$ cat config.mk
export PLATFORM = sky130hd
export DESIGN_NAME = spi_master_multi
export DESIGN_NICKNAME = d
export VERILOG_FILES = /design/src/rtl/spi_master_multi.sv
export SDC_FILE = /design/constraint.sdc
export NUM_CORES = 1
export LEC_CHECK = 0
export CAP_MARGIN = 20
export CORE_MARGIN = 2
export CORE_UTILIZATION = 40
export DETAILED_ROUTE_END_ITERATION = 8
export SYNTH_ARGS = -nofsm -noshare
export SYNTH_HDL_FRONTEND = slang
export SYNTH_SLANG_ARGS = --single-unit
$ cat constraint.sdc
create_clock -name clk -period 2.3 [get_ports clk]
set_input_delay 0.345 -clock clk [delete_from_list [all_inputs] [get_ports clk]]
set_output_delay 0.345 -clock clk [all_outputs]
set_load 0.02 [all_outputs]
$ cat src/rtl/spi_master_multi.sv
// Multi-slave SPI master: per-transfer CPOL/CPHA, divided SCLK and an
// internal MISO mux, with a start/busy/done handshake and select checking.
module spi_master_multi #(
   parameter int DATA_W     = 8,
   parameter int NUM_SLAVES = 3,
   parameter int SEL_W      = 2,
   parameter int CLK_DIV    = 2
) (
   input  logic                  clk,
   input  logic                  rst,
   input  logic                  start,
   input  logic [SEL_W-1:0]      slave_sel,
   input  logic                  cpol,
   input  logic                  cpha,
   input  logic [DATA_W-1:0]     tx_data,
   input  logic [NUM_SLAVES-1:0] miso,
   output logic                  sclk,
   output logic                  mosi,
   output logic [NUM_SLAVES-1:0] cs_n,
   output logic                  busy,
   output logic                  done,
   output logic                  err,
   output logic [DATA_W-1:0]     rx_data
);

   localparam int DIV_W  = (CLK_DIV > 1) ? $clog2(CLK_DIV) : 1;
   localparam int EDGE_W = $clog2(2 * DATA_W);
   localparam logic [EDGE_W-1:0] LAST_EDGE = EDGE_W'(2 * DATA_W - 1);

   typedef enum logic [2:0] {IDLE, LEAD, SHIFT, TRAIL, DONE} state_t;

   state_t                state;
   logic [DIV_W-1:0]      div_cnt;
   logic [EDGE_W-1:0]     edge_cnt;
   logic [SEL_W-1:0]      sel_q;
   logic                  cpol_q;
   logic                  cpha_q;
   logic [DATA_W-1:0]     tx_sh;
   logic [DATA_W-1:0]     rx_sh;
   logic [NUM_SLAVES-1:0] cs_dec;
   logic                  miso_bit;
   logic                  sel_ok;
   logic                  div_end;
   logic                  lead_edge;

   always_comb begin
      miso_bit = 1'b0;
      cs_dec   = '1;
      for (int i = 0; i < NUM_SLAVES; i++) begin
         if (sel_q == SEL_W'(i)) miso_bit = miso[i];
         if (slave_sel == SEL_W'(i)) cs_dec[i] = 1'b0;
      end
   end

   assign sel_ok    = 32'(slave_sel) < 32'(NUM_SLAVES);
   assign div_end   = div_cnt == DIV_W'(CLK_DIV - 1);
   // Even edge numbers move SCLK away from its idle level.
   assign lead_edge = ~edge_cnt[0];

   always_ff @(posedge clk) begin
      if (rst) begin
         state    <= IDLE;
         div_cnt  <= '0;
         edge_cnt <= '0;
         sel_q    <= '0;
         cpol_q   <= 1'b0;
         cpha_q   <= 1'b0;
         tx_sh    <= '0;
         rx_sh    <= '0;
         sclk     <= 1'b0;
         mosi     <= 1'b0;
         cs_n     <= '1;
         busy     <= 1'b0;
         done     <= 1'b0;
         err      <= 1'b0;
         rx_data  <= '0;
      end else begin
         done <= 1'b0;
         err  <= 1'b0;
         unique case (state)
            IDLE: begin
               sclk     <= cpol;
               mosi     <= 1'b0;
               cs_n     <= '1;
               div_cnt  <= '0;
               edge_cnt <= '0;
               if (start && sel_ok) begin
                  state  <= LEAD;
                  busy   <= 1'b1;
                  sel_q  <= slave_sel;
                  cpol_q <= cpol;
                  cpha_q <= cpha;
                  tx_sh  <= tx_data;
                  cs_n   <= cs_dec;
                  mosi   <= cpha ? 1'b0 : tx_data[DATA_W-1];
               end else if (start) begin
                  err <= 1'b1;
               end
            end
            LEAD: begin
               div_cnt <= div_end ? '0 : div_cnt + 1'b1;
               if (div_end) state <= SHIFT;
            end
            SHIFT: begin
               div_cnt <= div_end ? '0 : div_cnt + 1'b1;
               if (div_end) begin
                  sclk     <= ~sclk;
                  edge_cnt <= edge_cnt + 1'b1;
                  if (lead_edge != cpha_q) begin
                     rx_sh <= {rx_sh[DATA_W-2:0], miso_bit};
                  end else if (cpha_q) begin
                     mosi  <= tx_sh[DATA_W-1];
                     tx_sh <= tx_sh << 1;
                  end else if (edge_cnt != LAST_EDGE) begin
                     mosi  <= tx_sh[DATA_W-2];
                     tx_sh <= tx_sh << 1;
                  end
                  if (edge_cnt == LAST_EDGE) state <= TRAIL;
               end
            end
            TRAIL: begin
               div_cnt <= div_end ? '0 : div_cnt + 1'b1;
               if (div_end) begin
                  state   <= DONE;
                  done    <= 1'b1;
                  rx_data <= rx_sh;
                  cs_n    <= '1;
                  mosi    <= 1'b0;
               end
            end
            DONE: begin
               state <= IDLE;
               busy  <= 1'b0;
               sclk  <= cpol_q;
            end
            default: state <= IDLE;
         endcase
      end
   end

endmodule

-- After elaboration in Yosys (flattened, before gate mapping)
Cells that the tools add are included.
- flip-flop bits (word level): 44
- input port bits: 18
- output and inout bits: 16
- word-level logic and storage cells: 102
- add/sub/neg operators: 2
- magnitude comparators: 1
- eq/ne operators: 18
- multiplexer cells: 39
- bitwise operators: 4
- reductions and logical operators: 23
- operators with widths (kind ; count):
    2-to-1 mux 8 bit ; 5
    2-to-1 mux 3 bit ; 7
    2-to-1 mux 1 bit ; 18
    case mux 8 bit (2 select lines) ; 1
    AND reduction 5 bit ; 3
    inequality test 2 bit (second input constant) ; 6
    case mux 3 bit (4 select lines) ; 1
    AND reduction 2 bit ; 6
    case mux 4 bit (2 select lines) ; 1
    nonzero test 2 bit ; 4
    == test 3 x 2 -> 1 bit (second input constant) ; 2
    case mux 1 bit (3 select lines) ; 2
    case mux 3 bit (2 select lines) ; 1
    nonzero test 3 bit ; 2
    OR reduction 3 bit ; 2
    adder 4 x 1 -> 4 bit (second input constant) ; 1
    == test 2 x 1 -> 1 bit (second input constant) ; 2
    == test 2 bit (second input constant) ; 2
    == test 4 bit (second input constant) ; 1
    zero test 2 bit ; 2
    2-to-1 mux 4 bit ; 1
    inequality test 4 bit (second input constant) ; 1
    NOT 1 bit ; 4
    case mux 1 bit (2 select lines) ; 2
    other kinds (10) ; 10

-- Longest topological paths before layout
Gate-level depths: netlist of the first run.
- word-level depth: 6
- gate-level depth with buffers: 7
- gate-level depth less buffers: 5

-- Worst setup path after synthesis of the first run
No wires, ideal clock.
- kind: reg-to-reg
- start: reg edge_cnt[0]
- end: reg tx_sh[0]
- arrival: 1506 ps
- data required time: 2184 ps
- slack: 679 ps
- stages on the path, launching flop included: 7
- path buffers: 1
- clock period less this slack: 1621 ps
- cells stage by stage: dfxtp_1 ha_1 and3_1 o211ai_4 buf_4 nand2_1 a31o_1
- cells in the longest elaborated chain, start to end: 4
- elaborated cells on any way between the ends: 6
- classes of those cells: eq/ne (4); bitwise (1); reduce/logical (1)
- RTL lines (element ; line ; source):
    from (decl) ; 34 ; logic [EDGE_W-1:0] edge_cnt;
    from (signal assigned) ; 108 ; edge_cnt <= edge_cnt + 1'b1;
    branches (longest 3 deep; another with inequality test 4 bit) ; n/a ;
    AND reduction 5 bit (no line) * ; n/a ;
    to (signal assigned) ; 93 ; tx_sh <= tx_data;
    to (signal assigned) ; 113 ; tx_sh <= tx_sh << 1;
    to (signal assigned) ; 116 ; tx_sh <= tx_sh << 1;
    to (decl) ; 38 ; logic [DATA_W-1:0] tx_sh;
Mark *: on every way between the ends.
A chain may end at the register's enable or synchronous reset.

-- Final worst setup path of the first run
- start: reg edge_cnt[0]
- end: reg mosi
- cells in the longest elaborated chain, start to end: 4
- elaborated cells on any way between the ends: 6
- classes of those cells: eq/ne (4); bitwise (1); reduce/logical (1)
- RTL lines (element ; line ; source):
    branches (longest 3 deep; another with inequality test 4 bit) ; n/a ;
    AND reduction 5 bit (no line) * ; n/a ;
    to (signal assigned) ; 95 ; mosi <= cpha ? 1'b0 : tx_data[DATA_W-1];
    to (signal assigned) ; 112 ; mosi <= tx_sh[DATA_W-1];
    to (signal assigned) ; 115 ; mosi <= tx_sh[DATA_W-2];
    to (decl) ; 18 ; output logic mosi,
Marked as above.

==> results of run 1 <==
==> worst max-delay path: stages (launching register included) <==
cell,delay [ns]
dfxtp_1,0.37
ha_1,0.24
and3_1,0.23
o211ai_4,0.49
a21oi_1,0.15
a311oi_2,0.26
==> worst max path at each step <==
stage / start / to / slack [ns]
2_1_floorplan: edge_cnt[0] / tx_sh[0] / 0.68
3_3_place_gp: slave_sel[0] / tx_sh[0] / 0.40
3_5_place_dp: slave_sel[0] / tx_sh[0] / 0.37
4_1_cts: edge_cnt[0] / tx_sh[4] / 0.46
5_1_grt: edge_cnt[0] / tx_sh[3] / 0.35
6_report: edge_cnt[0] / mosi / 0.48
==> flip-flops by register name, indices dropped and copies added (netlist names), 2 cells and up <==
signal    count
cs_n          3
edge_cnt      4
rx_data       8
rx_sh         8
sel_q         2
state         3
tx_sh         8
==> kinds of logic after synthesis <==
group | after synthesis | share of synthesized area, %
xor gates and xnor gates | 2 | 0.883
AOI/OAI and AO/OA | 53 | 21.7
buffers and inverters | 18 | 5.17
muxes | 17 | 8.64
DFF | 44 | 44.4
and+or+nand+nor | 74 | 18.6
adders and majority gates | 1 | 0.630
==> layout by cell type, fill, tap and decap left out, types with 2 or more instances in the layout <==
cell type / Yosys / final
clkdlybuf4s50_1: 0 / 33
a21oi_2: 2 / 2
mux2i_1: 16 / 16
nand2b_1: 4 / 4
buf_4: 2 / 8
a21oi_1: 24 / 24
inv_1: 3 / 3
a211oi_1: 2 / 2
dfxtp_1: 44 / 44
clkbuf_8: 0 / 5
xnor2_1: 2 / 2
inv_2: 2 / 2
a311oi_2: 8 / 8
and4b_1: 2 / 2
nor2_1: 18 / 18
nor3_1: 5 / 5
o21ai_0: 2 / 2
nand2_1: 31 / 31
nand3_1: 3 / 3
o2bb2ai_1: 2 / 2
==> through the flow <==
stage / setup WS (ns) / instance area, um^2 / util, % / hold slack [ns] / instances
floorplan: 0.679 / 1980 / - / 0.432 / 209
global placement: 0.400 / 2370 / 49.9 / 0.441 / 304
detailed placement: 0.370 / 2370 / 49.9 / 0.447 / 304
CTS: 0.456 / 2490 / 52.4 / 0.459 / 312
global route: 0.346 / 2490 / 52.4 / 0.482 / 312
finish: 0.476 / 2490 / 52.4 / 0.455 / 312
==> cell type report <==
cell class	instances	area, um^2	area share, %
clock buffers	5	68.8	2.76
multi-input cells	147	1000	40.2
repair buffers	41	390	15.7
inverters	5	18.8	0.754
well taps	67	83.8	3.37
flip-flops and latches	44	881	35.4
clock inverters	3	46.3	1.86
==> routing by layer <==
layer | GRT usage, % | up-vias | share of wire, %
li1 | - | 821 | -
met1 | 20.7 | 726 | 51
met2 | 25.5 | 27 | 45
met3 | 4.20 | 6 | 3.4
met4 | 5.36 | 0 | 1.2
met5 | 0 | - | 0
==> power by group <==
group | internal (mW) | leakage (nW) | total, mW | switching [mW]
Sequential | 0.790 | 0.358 | 0.817 | 0.0266
Clock | 0.327 | 0.0548 | 0.610 | 0.283
Combinational | 0.102 | 0.470 | 0.201 | 0.0993
Total | 1.22 | 0.883 | 1.63 | 0.409
==> out/qor.csv, run 1 <==
metric;value;unit
final_nets;263;
nFillCells;453;
dr.pass1.iters;4;
cts_root_buf;clkbuf_8;
dp_hpwl;2.79;mm
area_growth;25.5;%
drc;0;
clk_latency;0.30;ns
rows;25;
antenna_found_initial;0;
worstPathRequired;2.52;ns
initialDrtViolationCount;61;
route.vias.total;1580;
cts.sinks;44;
ys_async_sr_fraction;0;%
num_antenna_cells;0;
yosysTopAreaCellShare;44.4;%
cts_tree;yes;
synthDistinctLibCells;49;
yosysWarnings;0;
ys.flop_type;dfxtp_1;
die_w;74.4;um
whs_path_depth;2;
drtAntennaViolNets;0;
synth-edff-count;0;
io_pins;34;
timing.rr.start;edge_cnt[0];
period_needed;1.82;ns
wl_per_cell;12.6;um
skew;0.00899;ns
grt_max_degree;22;
dieArea;5540;um^2
grt-ovfl-total;0;
grt_usage;15.9;%
rsz0062_at_grt;false;
yosysTopAreaCell;dfxtp_1;
r2r_cells;5;
timing.setup.tns;0;ns
r2r_end;mosi;
worst_pin_slew;0.535;ns
cts_hold_buf;0;
reg2reg_setup_slack;0.48;ns
hold_viol_final;0;
hold_path_class;flop to flop;
critPathMaxFanout;16;
totalWireLength;3.94;mm
cts_buffers;5;
maxCapViolations;0;
p_leak;0.883;nW
clk_pin_slew_worst_paths;0.09;ns
outcome;finished, final reports clean;
finalCritPeriodShare;79.3;%
netlist_area;1980;um^2
postCtsResizedCells;0;
critPathKind;flop to flop;
grt_pass1_wl;6.73;mm
die_h;74.4;um
postSynthRegisterBits;44;
setup_viol;0;
max_freq;548;MHz
start_util;41.7;%
maxSlewViolCount;0;
gp_congestion;0.735;
start_kind;flop;
post-synth-top-count-cell;dfxtp_1;
grt_pass1_vias;1497;
cts.htree.levels;2;
avgSynthCellArea;9.49;um^2
cts_buffer_depth;2;
ir_drop;0.382;mV
vias_per_cell;5.06;
postCtsSetupRepairBufs;0;
synth_common_cells;dfxtp_1, nand2_1, a21oi_1, nor2_1, mux2i_1;
hold_end;rx_data[0];
worstPathArrival;2.04;ns
synth_cells;209;
hp-start;rx_data[0];
p_total;1.63;mW
drive_gt1_share;15.5;%
end_kind;flop;
power_density;654;nW/um^2
yosysSeqAreaShare;44.4;%
max-slew-margin-rel;64.1;%
core;4750;um^2
io_buffers;33;
synthTopCellsByArea;dfxtp_1, mux2i_1, a21oi_1, a311oi_2, nand2_1;
syn_nets;228;
Note: power is estimated with default switching activity, not from simulation.
==> run 2, diff against run 1 <==
==> constraint.sdc (replaced) <==
create_clock -name clk -period 1.7 [get_ports clk]
set_input_delay 0.255 -clock clk [delete_from_list [all_inputs] [get_ports clk]]
set_output_delay 0.255 -clock clk [all_outputs]
set_load 0.02 [all_outputs]
==> run 2 against run 1 <==
Effect of this change: critical path depth grew 1; design area increased by 5.5%; die area is the same; sequential power rose by 35%; core utilization grew 2.9 points; critical path type unchanged.
==> out/qor.csv, run 2 (synthesis results as in run 1) <==
metric;value;unit
sw_frac_of_total;22.4;%
io_buffers;33;
skew;0.00295;ns
totalWireLength;3.99;mm
pwr-share-clk;39.6;%
reg2reg_setup_slack;0.12;ns
p_int;1.81;mW
io_pins;34;
dp_worst_setup_slack;-0.0282;ns
cts_buffer_depth;2;
timing.setup.tns;0;ns
cts.sinks;44;
cts_hold_buf;0;
cts_tree;yes;
grt_pass1_vias;1502;
clk_pin_slew_worst_paths;0.08;ns
p_leak;0.968;nW
ir_drop;0.682;mV
critPathKind;flop to flop;
power.switching;523;uW
worst_pin_slew;0.440;ns
pwr-share-seq;47.0;%
maxSlewViolCount;0;
worstPathArrival;1.79;ns
dp_hpwl;2.92;mm
postCtsSetupRepairBufs;0;
finalCritPeriodShare;93.0;%
gp_congestion;0.785;
final_nets;276;
hold_path_class;flop to flop;
final_cell_mix;dfxtp_1, clkdlybuf4s50_1, nand2_1;
top_regs;rx_data: 8 flops, rx_sh: 8 flops, tx_sh: 8 flops;
start_util;41.7;%
rows;25;
critPathMaxFanout;17;
period_needed;1.58;ns
die_w;74.4;um
grt-ovfl-total;0;
clk_latency;0.29;ns
vias_per_cell;4.97;
dr.pass1.iters;4;
route.vias.total;1611;
grt_usage;16.4;%
grt_pass1_wl;7.04;mm
cp_slowest_cell;dfxtp_1;
setup_viol;0;
die_h;74.4;um
slowest_delay;0.33;ns
drc;0;
initialDrtViolationCount;49;
drtAntennaViolNets;0;
rsz0062_at_grt;false;
path_cells;ha_1 > and3_1 > o211ai_4 > buf_12 > a21oi_1 > a311oi_2;
nFillCells;478;
maxCapViolations;0;
end_kind;flop;
outcome;finished, final reports clean;
hold_slack;0.455;ns
worstPathRequired;1.91;ns
cts.htree.levels;2;
max_freq;633;MHz
dieArea;5540;um^2
p_comb_share;13.5;%
final_common_cell;dfxtp_1;
cts_root_buf;clkbuf_8;
p_total;2.33;mW
hold_viol_final;0;
grt_max_degree;22;
fin_ws;0.120;ns
utilization;55.2;%
max-slew-margin-rel;70.5;%
postCtsResizedCells;0;
drive_gt1_share;19.5;%
antenna_found_initial;0;
power_density;889;nW/um^2
core;4750;um^2
start_kind;flop;
wl_per_cell;12.3;um
num_antenna_cells;0;
cts_buffers;5;
area_growth;32.3;%
[run 2: cell type report]
type / instances / area, um^2 / share of cell area, %
Clock buffer: 5 / 68.8 / 2.62
Clock inverter: 2 / 60.1 / 2.29
Inverter: 5 / 18.8 / 0.715
Multi-Input combinational cell: 147 / 1000 / 38.1
Sequential cell: 44 / 881 / 33.5
Tap cell: 67 / 83.8 / 3.19
Timing Repair Buffer: 54 / 513 / 19.5
[run 2: routing by layer]
layer  routed length, um  GRT usage (%)
met5                   0              0
met4                  51           5.36
met3                 151           3.93
met2                1820           25.3
met1                1970           22.6
[run 2: path summary, 6_finish.rpt]
path,depth (start not counted),start,to
min,2,rx_data[2],rx_data[2]
max reg2reg,6,edge_cnt[1],tx_sh[5]
min reg2reg,2,rx_data[2],rx_data[2]
max,6,edge_cnt[1],tx_sh[5]
[run 2: per-stage QoR]
stage,instances,cell area (um^2)
6_report,324,2630
5_1_grt,324,2630
4_1_cts,324,2630
3_5_place_dp,317,2500
3_3_place_gp,317,2500
2_1_floorplan,209,1980
[run 2: critical path, delay by kind of cell, from the launching register on]
kind	cells	cell delay [ns]
compound gates	3	0.53
fa+ha+maj	1	0.21
buf+inv	1	0.18
flops	1	0.33
simple gates	1	0.23
[run 2: power groups by stage]
stage / sequential [mW] / combinational (mW) / clock (mW)
2_1_floorplan: 1.13 / 0.183 / 0
3_3_place_gp: 1.12 / 0.314 / 0
3_5_place_dp: 1.12 / 0.314 / 0
4_1_cts: 1.10 / 0.316 / 0.948
5_1_grt: 1.10 / 0.344 / 0.993
6_report: 1.10 / 0.314 / 0.924
==> run 3, diff against run 2 <==
--- a/config.mk
+++ b/config.mk
@@ -7,8 +7,9 @@
 export LEC_CHECK = 0
 export CAP_MARGIN = 20
 export CORE_MARGIN = 2
-export CORE_UTILIZATION = 40
+export CORE_UTILIZATION = 44
 export DETAILED_ROUTE_END_ITERATION = 8
+export PLACE_DENSITY = 0.68
 export SYNTH_ARGS = -nofsm -noshare
 export SYNTH_HDL_FRONTEND = slang
 export SYNTH_SLANG_ARGS = --single-unit
==> run 3 against run 2 <==
Effect of this change: fmax decreased by 0.72%; clock skew increased by 0.0067 ns; hold slack about the same; wire length increased by 3.3%; core utilization increased by 5.3 points; sequential cell count unchanged; design area increased by 0.33%; critical path depth unchanged; sequential share of layout area decreased by 0.064 points; critical path type unchanged; largest cell class unchanged.
==> out/qor.csv, run 3 (synthesis results as in run 1) <==
metric;value;unit
end_kind;flop;
antenna_found_initial;0;
grt_pass1_vias;1602;
critPathMaxFanout;17;
grt_use_met2;29.3;%
hold_path_class;flop to flop;
clk_pin_slew_worst_paths;0.08;ns
period_needed;1.59;ns
initialDrtViolationCount;62;
clk_latency;0.30;ns
core;4350;um^2
cts.sinks;44;
hold_viol_final;0;
final_cell_mix;dfxtp_1, clkdlybuf4s50_1, nand2_1;
path_cells;ha_1 > and3_1 > o211ai_4 > buf_12 > a21oi_1 > a311oi_2;
utilization;60.5;%
start_kind;flop;
layout.cells.non_filler;315;
finalCritPeriodShare;93.6;%
cp.buffers_inverters;1;
power_density;836;nW/um^2
rows;24;
outcome;finished, final reports clean;
cts.htree.levels;2;
power.switching;530;uW
grt_max_degree;18;
grt-ovfl-total;0;
max_freq;628;MHz
sw_frac_of_total;24.0;%
setup_viol;0;
p_comb_share;14.4;%
skew;0.00964;ns
io_pins;34;
cts_tree;yes;
dieArea;5060;um^2
grt_use_met1;21.9;%
cts_buffer_depth;2;
use_met3;5.56;%
maxSlewViolCount;0;
wl_per_cell;13.1;um
p_total;2.20;mW
top_regs;rx_data: 8 flops, rx_sh: 8 flops, tx_sh: 8 flops;
die_w;71.2;um
pwr-share-clk;35.6;%
gp_congestion;0.770;
cp_slowest_cell;dfxtp_1;
vias_per_cell;5.22;
num_antenna_cells;0;
cts_buffers;5;
maxCapViolations;0;
top_usage_layer;met2;
final_common_cell;dfxtp_1;
critPathKind;flop to flop;
io_buffers;33;
drc;0;
placed_cells;307;
critPathTopFamily;compound AO/OA/AOI/OAI gates;
drive_gt1_share;21.7;%
postCtsSetupRepairBufs;0;
route.vias.total;1645;
die_h;71.2;um
rsz0062_at_grt;false;
worstPathRequired;1.91;ns
max-slew-margin-rel;70.8;%
ir_drop;0.506;mV
worst_pin_slew;0.435;ns
grt_usage;18.1;%
cts_root_buf;clkbuf_8;
dp_hpwl;3.00;mm
totalWireLength;4.12;mm
nFillCells;410;
p_int;1.67;mW
drtAntennaViolNets;0;
start_util;45.6;%
grt_pass1_wl;7.16;mm
slowest_delay;0.34;ns
area_growth;32.8;%
dr.pass1.iters;4;
worstPathArrival;1.80;ns
final_nets;281;
p_leak;0.988;nW
pwr-share-seq;49.9;%
run 3: final cells by class:
class | count | area (um^2) | share of cell area, %
sequential | 44 | 882 | 33.5
inverter | 5 | 18.8 | 0.712
clock buffer | 5 | 68.8 | 2.61
tap | 52 | 65.1 | 2.47
multi-input combinational | 147 | 1010 | 38.2
clock inverter | 3 | 42.5 | 1.61
timing repair buffer | 59 | 551 | 20.9
run 3: final timing paths:
kind                                   from         end  slack, ns  depth (start not counted)
worst max-delay path            edge_cnt[1]    tx_sh[7]       0.11                          6
worst max register to register  edge_cnt[1]    tx_sh[7]       0.11                          6
worst min register to register   rx_data[0]  rx_data[0]       0.46                          2
worst min-delay path             rx_data[0]  rx_data[0]       0.46                          2
run 3: per-stage QoR:
stage,cell area (um^2),setup TNS [ns],setup WS [ns],hold WS (ns)
detailed placement,2520,-0.0411,-0.0207,0.447
finish,2640,0,0.108,0.455
global route,2640,0,0.00207,0.481
global placement,2520,0,0.00701,0.443
floorplan,1980,0,0.0789,0.392
CTS,2630,0,0.105,0.459
run 3: power groups by stage:
| stage | clock network (mW) | logic, mW | registers (mW) |
|---|---|---|---|
| 2_1_floorplan | 0 | 0.183 | 1.13 |
| 3_3_place_gp | 0 | 0.312 | 1.12 |
| 3_5_place_dp | 0 | 0.315 | 1.12 |
| 4_1_cts | 0.811 | 0.318 | 1.10 |
| 5_1_grt | 0.857 | 0.347 | 1.11 |
| 6_report | 0.785 | 0.318 | 1.10 |
run 3: timing repair:
item,CTS,global route
setup endpoints to repair,0,1
resized for setup,0,2
hold buffers,0,0
run 3: layer usage:
metal	wire length (um)	vias up
met2	1980	27
met5	0	-
met3	160	7
met1	1910	756
met4	74	0
li1	-	855
run 3: tightest hold or removal path: stages, from the launching register on:
cell	delay [ns]
dfxtp_1	0.31
nand2_1	0.05
a21oi_1	0.05
